`src/rtl/spi_pkg.sv`:
```
// Shared types and helpers for the SPI master: FSM states, latched transfer configuration
// and slave-select decode.
package spi_pkg;

  localparam int unsigned DivMaxW = 32;
  localparam int unsigned SsMaxW  = 4;

  typedef enum logic [2:0] {IDLE, LEAD, XFER, TRAIL, FIN} spi_state_t;

  typedef struct packed {
    logic               cpol;
    logic               cpha;
    logic [DivMaxW-1:0] div;
    logic [SsMaxW-1:0]  ss_addr;
  } spi_cfg_t;

  function automatic logic [2**SsMaxW-1:0] onehot_ss(input logic [SsMaxW-1:0] addr);
    onehot_ss       = '0;
    onehot_ss[addr] = 1'b1;
  endfunction

endpackage

```
`src/rtl/spi_clk_gen.sv`:
```
// SCLK generator: divides clk by div+1 per half-period, toggles SCLK during XFER and flags
// leading/trailing edges plus the final edge of the word.
module spi_clk_gen #(
  parameter int unsigned div_width  = 8,
  parameter int unsigned edge_width = 5
) (
  input  logic                  clk,
  input  logic                  rst_n,
  input  logic                  run,
  input  logic                  xfer,
  input  logic [div_width-1:0]  div,
  input  logic                  cpol,
  input  logic [edge_width-1:0] edges_total,
  output logic                  sclk,
  output logic                  tick,
  output logic                  lead_stb,
  output logic                  trail_stb,
  output logic                  last_edge
);

  logic [div_width-1:0]  cnt_q;
  logic [edge_width-1:0] edge_q;
  logic                  sclk_q;

  // Counter wraps at div, so div = all-ones never overflows.
  assign tick      = run && (cnt_q == div);
  assign lead_stb  = xfer && tick && !edge_q[0];
  assign trail_stb = xfer && tick && edge_q[0];
  assign last_edge = xfer && tick && (edge_q == edges_total - 1'b1);
  assign sclk      = sclk_q;

  always_ff @(posedge clk or negedge rst_n) begin
    if (!rst_n) begin
      cnt_q  <= '0;
      edge_q <= '0;
      sclk_q <= 1'b0;
    end else begin
      if (!run || tick) cnt_q <= '0;
      else              cnt_q <= cnt_q + 1'b1;

      if (!xfer)     edge_q <= '0;
      else if (tick) edge_q <= edge_q + 1'b1;

      if (!xfer)     sclk_q <= cpol;
      else if (tick) sclk_q <= ~sclk_q;
    end
  end

endmodule

```
`src/rtl/spi_master_ctrl.sv`:
```
// SPI master with programmable SCLK divider, all four CPOL/CPHA modes, multi-lane data and
// a one-hot slave select, driven by a START/READY handshake with a one-cycle DONE pulse.
module spi_master_ctrl
  import spi_pkg::*;
#(
  parameter int unsigned word_width    = 8,
  parameter int unsigned send_width    = 1,
  parameter int unsigned SS_addr_width = 2,
  parameter int unsigned div_width     = 8
) (
  input  logic                        clk,
  input  logic                        rst_n,
  input  logic                        START,
  output logic                        READY,
  input  logic                        CPOL,
  input  logic                        CPHA,
  input  logic [div_width-1:0]        DIV,
  input  logic [SS_addr_width-1:0]    SS_ADDR,
  input  logic [word_width-1:0]       D_IN,
  input  logic                        ABORT,
  output logic [word_width-1:0]       D_OUT,
  output logic                        DONE,
  output logic                        SCLK,
  output logic [send_width-1:0]       SD_OUT,
  input  logic [send_width-1:0]       SD_IN,
  output logic [2**SS_addr_width-1:0] SS_OUT
);

  localparam int unsigned Beats  = word_width / send_width;
  localparam int unsigned EdgeW  = $clog2(2 * Beats + 1);
  localparam int unsigned Slaves = 2 ** SS_addr_width;

  if (word_width % send_width != 0) begin : g_width_check
    $fatal(1, "word_width must be a multiple of send_width");
  end
  if (SS_addr_width > SsMaxW || div_width > DivMaxW) begin : g_range_check
    $fatal(1, "SS_addr_width or div_width exceeds package limits");
  end

  spi_state_t              state_q, state_d;
  spi_cfg_t                cfg_q, cfg_in;
  logic [word_width-1:0]   tx_q, rx_q, d_out_q;
  logic                    first_q;
  logic                    accept, active, run, xfer, gen_cpol;
  logic                    tick, lead_stb, trail_stb, last_edge, tx_shift, rx_shift;
  logic [2**SsMaxW-1:0]    ss_full;
  logic                    unused_cfg;

  assign cfg_in = '{cpol: CPOL, cpha: CPHA, div: DivMaxW'(DIV), ss_addr: SsMaxW'(SS_ADDR)};
  assign accept = (state_q == IDLE) && START && !ABORT;
  assign active = (state_q == LEAD) || (state_q == XFER) || (state_q == TRAIL);
  // ABORT reaches the divider directly so SCLK returns to CPOL on the aborting edge.
  assign run      = active && !ABORT;
  assign xfer     = (state_q == XFER) && !ABORT;
  assign gen_cpol = (state_q == IDLE) ? CPOL : cfg_q.cpol;
  assign ss_full  = onehot_ss(cfg_q.ss_addr);
  assign unused_cfg = ^{cfg_q.div, ss_full};

  // CPHA=1 presents the first beat during LEAD, so the first leading edge must not shift.
  assign tx_shift = cfg_q.cpha ? (lead_stb && !first_q) : trail_stb;
  assign rx_shift = cfg_q.cpha ? trail_stb : lead_stb;

  spi_clk_gen #(
    .div_width (div_width),
    .edge_width(EdgeW)
  ) u_clk_gen (
    .clk        (clk),
    .rst_n      (rst_n),
    .run        (run),
    .xfer       (xfer),
    .div        (cfg_q.div[div_width-1:0]),
    .cpol       (gen_cpol),
    .edges_total(EdgeW'(2 * Beats)),
    .sclk       (SCLK),
    .tick       (tick),
    .lead_stb   (lead_stb),
    .trail_stb  (trail_stb),
    .last_edge  (last_edge)
  );

  always_comb begin
    state_d = state_q;
    READY   = 1'b0;
    DONE    = 1'b0;
    SS_OUT  = '0;
    unique case (state_q)
      IDLE: begin
        READY = 1'b1;
        if (accept) state_d = LEAD;
      end
      LEAD: begin
        SS_OUT = ss_full[Slaves-1:0];
        if (ABORT)     state_d = IDLE;
        else if (tick) state_d = XFER;
      end
      XFER: begin
        SS_OUT = ss_full[Slaves-1:0];
        if (ABORT)          state_d = IDLE;
        else if (last_edge) state_d = TRAIL;
      end
      TRAIL: begin
        SS_OUT = ss_full[Slaves-1:0];
        if (ABORT)     state_d = IDLE;
        else if (tick) state_d = FIN;
      end
      FIN: begin
        DONE    = 1'b1;
        state_d = IDLE;
      end
      default: state_d = IDLE;
    endcase
  end

  always_ff @(posedge clk or negedge rst_n) begin
    if (!rst_n) begin
      state_q <= IDLE;
      cfg_q   <= '0;
      tx_q    <= '0;
      rx_q    <= '0;
      d_out_q <= '0;
      first_q <= 1'b0;
    end else begin
      state_q <= state_d;
      if (accept) begin
        cfg_q   <= cfg_in;
        tx_q    <= D_IN;
        rx_q    <= '0;
        first_q <= 1'b1;
      end else begin
        if (tx_shift) tx_q <= tx_q << send_width;
        if (rx_shift) rx_q <= (rx_q << send_width) | word_width'(SD_IN);
        if (lead_stb) first_q <= 1'b0;
      end
      // Loaded on entry to FIN so D_OUT is already valid while DONE is high.
      if ((state_q == TRAIL) && (state_d == FIN)) d_out_q <= rx_q;
    end
  end

  assign D_OUT  = d_out_q;
  assign SD_OUT = tx_q[word_width-1 -: send_width];

endmodule

```
`config.mk`:
```
export PLATFORM = sky130hd
export DESIGN_NAME = spi_master_ctrl
export DESIGN_NICKNAME = d
export VERILOG_FILES = /design/src/rtl/spi_pkg.sv /design/src/rtl/spi_clk_gen.sv /design/src/rtl/spi_master_ctrl.sv
export SDC_FILE = /design/constraint.sdc
export NUM_CORES = 1
export LEC_CHECK = 0
export CAP_MARGIN = 20
export CORE_MARGIN = 10
export CORE_UTILIZATION = 48
export DETAILED_ROUTE_END_ITERATION = 10
export GPL_ROUTABILITY_DRIVEN = 0
export PLACE_DENSITY = 0.74
export SYNTH_ARGS = -nofsm -noshare
export SYNTH_HDL_FRONTEND = slang
export SYNTH_SLANG_ARGS = --single-unit
```
`constraint.sdc`:
```
create_clock -name clk -period 2.29 [get_ports clk]
set_input_delay 0.229 -clock clk [delete_from_list [all_inputs] [get_ports clk]]
set_output_delay 0.229 -clock clk [all_outputs]
set_load 0.01 [all_outputs]
```
Word level (Yosys, flattened, before mapping)

Cells that the tools add are included.

Add/subtract/negate cells: 2
Order comparisons: 2
Equal/unequal tests: 8
Multiplexer cells: 27
Bitwise gates (word level): 2
Reduce and logical (&&, ||, !) cells: 24

Operators with widths:

| kind                                                                   | number |
|---|---|
| 8-bit 2-to-1 mux                                                       | 5 |
| 3-bit 2-to-1 mux                                                       | 7 |
| 1-bit logical AND                                                      | 12 |
| 3-bit one-hot mux with 4 select lines                                  | 1 |
| 1-bit 2-to-1 mux                                                       | 10 |
| 5-bit 2-to-1 mux                                                       | 2 |
| 8-bit by 1-bit adder with 8-bit output (second input constant)         | 1 |
| 8-bit == test                                                          | 1 |
| 8-bit by 1-bit bitwise OR with 8-bit output                            | 1 |
| 3-bit by 2-bit == test with 1-bit output (second input constant)       | 2 |
| 3-bit == test (second input constant)                                  | 2 |
| 2-bit nonzero test                                                     | 3 |
| 5-bit by 1-bit adder with 5-bit output (second input constant)         | 1 |
| 5-bit by 4-bit == test with 1-bit output (second input constant)       | 1 |
| 2-bit by 5-bit < comparator with 1-bit output (second input constant)  | 1 |
| 1-bit zero test                                                        | 4 |
| 4-bit 2-to-1 mux                                                       | 1 |
| 3-bit by 1-bit == test with 1-bit output (second input constant)       | 1 |
| 3-bit zero test                                                        | 1 |
| 1-bit logical OR                                                       | 3 |
| 3-bit OR reduction                                                     | 1 |
| 1-bit demux with 2-bit select                                          | 1 |
| 2-bit by 1-bit >= comparator with 1-bit output (second input constant) | 1 |
| 2-bit inequality test (second input constant)                          | 1 |
| 1-bit NOT                                                              | 1 |

Register bits after elaboration: 54
Output and inout bits: 16

Longest topological paths before layout

Gate-level depths: netlist of run 1.

Depth after elaboration: 12
Mapped depth: 8
Depth with buffers taken out: 7

Hierarchy

A second synthesis of run 1 with hierarchy kept.

Cell total of the unflattened synthesis: 239
Area, all modules: 2658.8 um2

By module, submodules not included:

| module          | instances | cells an instance | area an instance (um2) |
|---|---|---|---|
| spi_master_ctrl | 1         | 144               | 1776.7 |
| spi_clk_gen     | 1         | 95                | 882.1 |

Least setup slack after synthesis of run 1

Ideal clock, no wire load.

Path type: register to register
Start point: register u_clk_gen.cnt_q[6]
End point: register d_out_q[0] (netlist: D_OUT[0])
Arrival time: 2.012 ns
Data required time: 2.165 ns
Path slack: 0.154 ns
Cell stages (with the launch flop): 6
Clock period less this slack: 2.136 ns
Cell sequence: dfrtp_1 > xor2_1 > or4b_4 > buf_6 > nor4_4 > mux2_2

Longest elaborated chain between the ends: 9

Ends and longest elaborated chain:

| item                                    | line                   | text |
|---|---|---|
| start: declaration                      | spi_clk_gen.sv:21      | `logic [div_width-1:0] cnt_q;` |
| start signal: assignment                | spi_clk_gen.sv:39      | `else cnt_q <= cnt_q + 1'b1;` |
| 8-bit == test *                         | spi_clk_gen.sv:26      | `assign tick = run && (cnt_q == div);` |
| 1-bit logical AND *                     | spi_clk_gen.sv:26      |  |
| 1-bit logical AND (2 in series)         | spi_clk_gen.sv:29      | `assign last_edge = xfer && tick && (edge_q == edges_total - 1'b1);` |
| 3-bit 2-to-1 mux                        | spi_master_ctrl.sv:99  | `else if (last_edge) state_d = TRAIL;` |
| 3-bit 2-to-1 mux                        | spi_master_ctrl.sv:98  | `if (ABORT) state_d = IDLE;` |
| 3-bit one-hot mux with 4 select lines * | spi_master_ctrl.sv:86  | `unique case (state_q)` |
| named net state_d[2]                    | spi_master_ctrl.sv:40  | `spi_state_t state_q, state_d;` |
| 3-bit == test *                         | spi_master_ctrl.sv:135 | `if ((state_q == TRAIL) && (state_d == FIN)) d_out_q <= rx_q;` |
| 1-bit logical AND *                     | spi_master_ctrl.sv:135 |  |
| end signal: assignment                  | spi_master_ctrl.sv:135 |  |
| end: declaration                        | spi_master_ctrl.sv:42  | `logic [word_width-1:0] tx_q, rx_q, d_out_q;` |

The timed path passes the listed nets; every way through them passes the cells marked *.
A chain may end at the register's enable or synchronous reset.

Worst setup path after layout of run 1

Start point: register u_clk_gen.cnt_q[6]
End point: register u_clk_gen.edge_q[2]

Longest elaborated chain between the ends: 3

Ends and longest elaborated chain:

| item                                   | line              | text |
|---|---|---|
| 8-bit == test                          | spi_clk_gen.sv:26 |  |
| 1-bit logical AND                      | spi_clk_gen.sv:26 |  |
| 2-bit inequality test (no source line) | n/a               |  |
| end signal: assignment                 | spi_clk_gen.sv:42 | `else if (tick) edge_q <= edge_q + 1'b1;` |
| end: declaration                       | spi_clk_gen.sv:22 | `logic [edge_width-1:0] edge_q;` |

No other way between the ends.

==> results of run 1 <==
-- repair_timing --
item,CTS,global route
buffers inserted,0,0
hold buffers,1,0
endpoints found under the hold margin,15,0
-- critical path, cell delays in order (launching register included) --
cell and delay (ns):
dfrtp_1 0.42, xor2_1 0.19, or4b_4 0.60, or3_1 0.48
o2111ai_1 0.25, o41ai_1 0.10
-- cell type report --
| cell class | instances | area share (%) |
|---|---|---|
| Tap cell | 70 | 2.686 |
| Clock buffer | 5 | 2.111 |
| Timing Repair Buffer | 58 | 17.11 |
| Multi-Input combinational cell | 178 | 34.84 |
| Inverter | 5 | 0.5756 |
| Clock inverter | 3 | 1.228 |
| Sequential cell | 54 | 41.44 |
-- cells by family after synthesis --
kind of cell	synth area share [%]
flip-flops	52.73
adder cells (fa/ha/maj)	1.465
multiplexers	10.16
AND/OR/NAND/NOR	22.70
buffers and inverters	2.930
XOR/XNOR	5.469
AO/OA/AOI/OAI	4.541
-- per-stage QoR --
step                cell area, sq um  total power [W]
finish                          3261         0.002175
global route                    3261         0.002298
CTS                             3261         0.002189
detailed placement              3142         0.001561
global placement                3142         0.001552
floorplan                       2562         0.001372
-- registers in the layout (all words and copies together), names as in the netlist --
register,cells
first_q,1
state_q,3
D_OUT,8
u_clk_gen.edge_q,5
rx_q,8
u_clk_gen.cnt_q,8
u_clk_gen.sclk,1
cfg_q,12
tx_q,8
-- power by group --
group | total, W | internal (W) | switching, W
combinational | 0.000421 | 0.000200 | 0.000222
clock | 0.000635 | 0.000322 | 0.000313
sequential | 0.00112 | 0.00105 | 0.0000698
-- cells in the mapped netlist (all sizes together), types with 2 or more instances --
cell and number:
nand4 2, inv 5, nand2 54, a21oi 2
nor2 25, xor2 8, nor2b 2, ha 3
dfrtp 54, mux2i 17, nor3b 2, and3 5
mux2 8, nor3 3, o21ai 10, xnor2 8
buf 3, nand3 8, clkbuf 8, nor4 7
-- per-layer routing --
| layer | track usage [%] | vias up |
|---|---|---|
| li1 | - | 950 |
| met1 | 16.60 | 899 |
| met2 | 21.38 | 30 |
| met3 | 3.517 | 5 |
| met4 | 4.370 | 0 |
| met5 | 0 | - |
-- worst max path at each step --
stage,startpoint,to,slack [ns],depth (start not counted)
CTS,cfg_q[11]$_DFFE_PN0P_,u_clk_gen.edge_q[2]$_DFFE_PN0P_,0.13,5
finish,u_clk_gen.cnt_q[6]$_DFF_PN0_,u_clk_gen.edge_q[2]$_DFFE_PN0P_,0.13,5
global route,u_clk_gen.cnt_q[7]$_DFF_PN0_,u_clk_gen.edge_q[2]$_DFFE_PN0P_,0.01,5
detailed placement,ABORT,u_clk_gen.edge_q[2]$_DFFE_PN0P_,-0.04,6
global placement,ABORT,u_clk_gen.edge_q[2]$_DFFE_PN0P_,0.06,6
floorplan,u_clk_gen.cnt_q[6]$_DFF_PN0_,D_OUT[0]$_DFFE_PN0P_,0.15,5
==> flow_summary.yaml, run 1 <==
status:
  status: "complete, no violations"
layout:
  final_cell_mix: "dfrtp_1, nand2_1, clkdlybuf4s50_1"
  fin_cells: 373
  regArea_sq_mm: 0.001351
  drive_gt1_share_pct: 14.19
  antenna_cells: 0
  area_growth_pct: 27.25
  final_core_util_pct: 63.44
  finish.net_count: 330
  multi_input_area_sq_mm: 0.001136
  fillerInstances: 450
clock_tree:
  cts_tree: "built"
  clk_pin_slew_ns: 0.10
  clock_path_buffers: 2
  cts_inserted_buffers: 5
  clock_sinks: 54
  cts-root-buf: "clkbuf_8"
  htreeDepth: 2
  post_cts_resize_count: 0
  clock_latency_ns: 0.31
die:
  rows: 26
  core_region_area_sq_mm: 0.005140
  ioPinCount: 41
  die_area_sq_mm: 0.008661
  die_h_um: 93.07
  die_w_um: 93.07
  start_util_pct: 49.85
sta:
  worstMarginPinSlew_ns: 0.4166
  max_freq_mhz: 462.5
  setup_violations: 0
  tns_ns: 0
  worst_hold_slack_ns: 0.3595
  hold_violations: 0
  period_minus_slack_ns: 2.162
  rsz0062_at_grt: "false"
  fin_ws_ns: 0.1281
  fin_skew_ns: 0.006068
  drv_slew: 0
  timing.slew.headroom_pct: 71.97
  fin_crit_sh_pct: 94.41
drt:
  dr.first_iter.drc_count: 79
  wl_met2_um: 2491
  firstDrtPassIters: 4
  wl_met1_um: 2487
  post_drt_wl_per_cell_um: 14.14
  via_count: 1884
  drc: 0
  wl_um: 5276
  met3WireLength_um: 226
  vias_per_cell: 5.051
  antenna_left: 0
  routed.top_layer: "met4"
grt:
  grt_max_degree: 24
  grt_pass1_vias: 1983
  grt_pass1_wl_um: 9439
  antenna_found_initial: 0
  grt.overflow.total: 0
  grtUsageTotal_pct: 13.17
yosys:
  synthTopCellsByArea: "dfrtp_1, nand2_1, mux2i_1, mux2_2, nor2_1"
  synth_edf_count: 0
  synth_area_sq_mm: 0.002562
  synthDistinctLibCells: 40
  synth_top_flop_cell: "dfrtp_1"
  syn-mean-instance-area_sq_um: 10.33
  netlist_instances: 248
  synthArstFlopShare_pct: 100.0
  yosysTopAreaCell: "dfrtp_1"
  synth_top_area_share_pct: 52.73
  syn_nets: 276
  ys_warn_count: 0
  ys_seq_area_share_pct: 52.73
  ys_seq_elements: 54
critical_path:
  r2r_cells: 5
  setup.worst_path.end_class: "register"
  setup.worst_path.class: "reg -> reg"
  r2r_slack_ns: 0.13
  r2r_end: "u_clk_gen.edge_q[2]$_DFFE_PN0P_"
  worstPathMaxFanout: 9
  timing.rr.start: "u_clk_gen.cnt_q[6]$_DFF_PN0_"
  cp.arrival_ns: 2.36
  cp-start-kind: "register"
  crit_required_ns: 2.48
placement:
  dp_slack_ns: -0.04024
  place_inst: 364
  io_buffer_count: 40
  hpwlAfterDp_um: 3940
job:
  drv_cap: 0
pwr:
  vdd_drop_max_mv: 0.3904
  p_per_area_mw_per_mm2: 667.1
  leakage_nw: 1.477
worst_hold_path:
  min_path_type: "in -> async"
Note: power is estimated with default switching activity, not from simulation.
==> run 2: changes to the inputs <==
--- a/config.mk
+++ b/config.mk
@@ -7,10 +7,10 @@
 export LEC_CHECK = 0
 export CAP_MARGIN = 20
 export CORE_MARGIN = 10
-export CORE_UTILIZATION = 48
+export CORE_UTILIZATION = 53
 export DETAILED_ROUTE_END_ITERATION = 10
 export GPL_ROUTABILITY_DRIVEN = 0
-export PLACE_DENSITY = 0.74
+export PLACE_DENSITY = 0.77
 export SYNTH_ARGS = -nofsm -noshare
 export SYNTH_HDL_FRONTEND = slang
 export SYNTH_SLANG_ARGS = --single-unit
==> constraint.sdc (replaced) <==
create_clock -name clk -period 2.3 [get_ports clk]
set_input_delay 0.23 -clock clk [delete_from_list [all_inputs] [get_ports clk]]
set_output_delay 0.23 -clock clk [all_outputs]
set_load 0.01 [all_outputs]
==> run 2 against run 1 <==
Net effect:
- sequential cell count unchanged
- worst setup slack improved by 0.053 ns
- sequential power about the same
- critical endpoint is now u_clk_gen.sclk$_DFFE_PN0P_
- highest routed layer unchanged
==> flow_summary.yaml, run 2 (synthesis results as in run 1) <==
layout:
  area_growth_pct: 26.27
  postLayoutCellArea_sq_mm: 0.003236
  final_cell_mix: "dfrtp_1, nand2_1, clkdlybuf4s50_1"
  finish.net_count: 330
  fillerInstances: 380
  drive_gt1_share_pct: 14.19
  regMostFlops: "cfg_q"
  largest_reg_flops: 12
  final_core_util_pct: 68.96
  antenna_cells: 0
critical_path:
  r2r_cells: 4
  worstPathMaxFanout: 9
  cp-start-kind: "register"
  cp-endpoint: "u_clk_gen.sclk$_DFFE_PN0P_"
  r2r_end: "u_clk_gen.sclk$_DFFE_PN0P_"
  cp.arrival_ns: 2.32
  crit_required_ns: 2.50
  r2r_slack_ns: 0.18
  setup.worst_path.end_class: "register"
  cp-startpoint: "cfg_q[11]$_DFFE_PN0P_"
  setup.worst_path.class: "reg -> reg"
  timing.rr.start: "cfg_q[11]$_DFFE_PN0P_"
drt:
  firstDrtPassIters: 4
  post_drt_wl_per_cell_um: 14.47
  via_count: 1876
  dr.first_iter.drc_count: 86
  wl_um: 5166
  vias_per_cell: 5.255
  antenna_left: 0
  drc: 0
job:
  drv_cap: 0
clock_tree:
  cts_inserted_buffers: 5
  clk_pin_slew_ns: 0.11
  clock_sinks: 54
  clock_latency_ns: 0.31
  cts-root-buf: "clkbuf_8"
  clock_path_buffers: 2
  htreeDepth: 2
  cts_setup_buffers: 0
  cts_tree: "built"
placement:
  io_buffer_count: 40
  place_area_sq_mm: 0.003109
  hpwlAfterDp_um: 3891
grt:
  grt.overflow.total: 0
  grt_pass1_wl_um: 8625
  grtUsageTotal_pct: 13.70
  antenna_found_initial: 0
  grt_max_degree: 30
  grt_pass1_vias: 1813
status:
  status: "complete, no violations"
pwr:
  vdd_drop_max_mv: 0.5004
  finalPower_w: 0.002187
  p_per_area_mw_per_mm2: 675.9
  leakage_nw: 1.475
die:
  die_h_um: 89.53
  ioPinCount: 41
  rows: 25
  die_area_sq_mm: 0.008016
  die_w_um: 89.53
  core_region_area_sq_mm: 0.004692
  start_util_pct: 54.61
sta:
  hold_violations: 0
  worstMarginPinSlew_ns: 0.5983
  setup_violations: 0
  rsz0062_at_grt: "false"
  fin_crit_sh_pct: 92.11
  period_minus_slack_ns: 2.119
  drv_slew: 0
  max_freq_mhz: 472.0
  fin_skew_ns: 0.01227
  tns_ns: 0
  timing.slew.headroom_pct: 60.11
worst_hold_path:
  min_path_type: "in -> async"
## run 2: changes by cell type in the layout (fill, tap and decap cells not counted)
cell	change
clkinv_2	-2
inv_6	+2
buf_12	-1
buf_4	+1
## run 2: how the worst min path moves through the flow
stage	from	end	slack, ns	depth (start not counted)
global placement	rst_n	u_clk_gen.edge_q[0]$_DFFE_PN0P_	0.28	1
CTS	DIV[0]	cfg_q[4]$_DFFE_PN0P_	0.44	3
finish	rst_n	u_clk_gen.edge_q[0]$_DFFE_PN0P_	0.44	2
global route	SS_ADDR[0]	cfg_q[0]$_DFFE_PN0P_	0.44	3
detailed placement	rst_n	u_clk_gen.edge_q[0]$_DFFE_PN0P_	0.28	1
floorplan	rst_n	D_OUT[0]$_DFFE_PN0P_	-0.07	0
## run 2: layer usage
layer,up-vias,part of all wire [%],track usage (%)
li1,950,-,-
met1,881,46,16.95
met2,41,48,23.30
met3,4,5.1,3.829
met4,0,0.60,2.746
met5,-,0,0
## run 2: stage by stage
stage | hold WS [ns] | std cells | worst slack [ns]
floorplan | -0.06559 | 248 | 0.1637
global placement | 0.2762 | 348 | 0.06778
detailed placement | 0.2773 | 348 | 0.04022
CTS | 0.4372 | 357 | 0.1737
global route | 0.4401 | 357 | 0.09548
finish | 0.4414 | 357 | 0.1814
## run 2: report_power, final
part	internal [W]	switching [W]
Sequential	0.00104	0.0000713
Clock	0.000333	0.000325
Combinational	0.000196	0.000218
## run 2: final cells by class
class / count / area [sq um] / area share, %
Sequential cell: 54 / 1351 / 41.76
Multi-Input combinational cell: 178 / 1136 / 35.11
Timing Repair Buffer: 58 / 545.5 / 16.86
Clock buffer: 5 / 68.82 / 2.127
Tap cell: 54 / 67.56 / 2.088
Clock inverter: 3 / 47.55 / 1.469
Inverter: 5 / 18.77 / 0.5800
## run 2: worst max-delay path, stage by stage, from the launching register on
cell,delay [ns]
dfrtp_1,0.40
xor2_1,0.19
or4b_4,0.62
or3_1,0.48
o311ai_0,0.33
## run 2: repair_timing
action | 4_1_cts | 5_1_grt
hold buffers | 1 | 0
resized for setup | 0 | 0
endpoints found under the hold margin | 27 | 0
setup endpoints to repair | 0 | 0
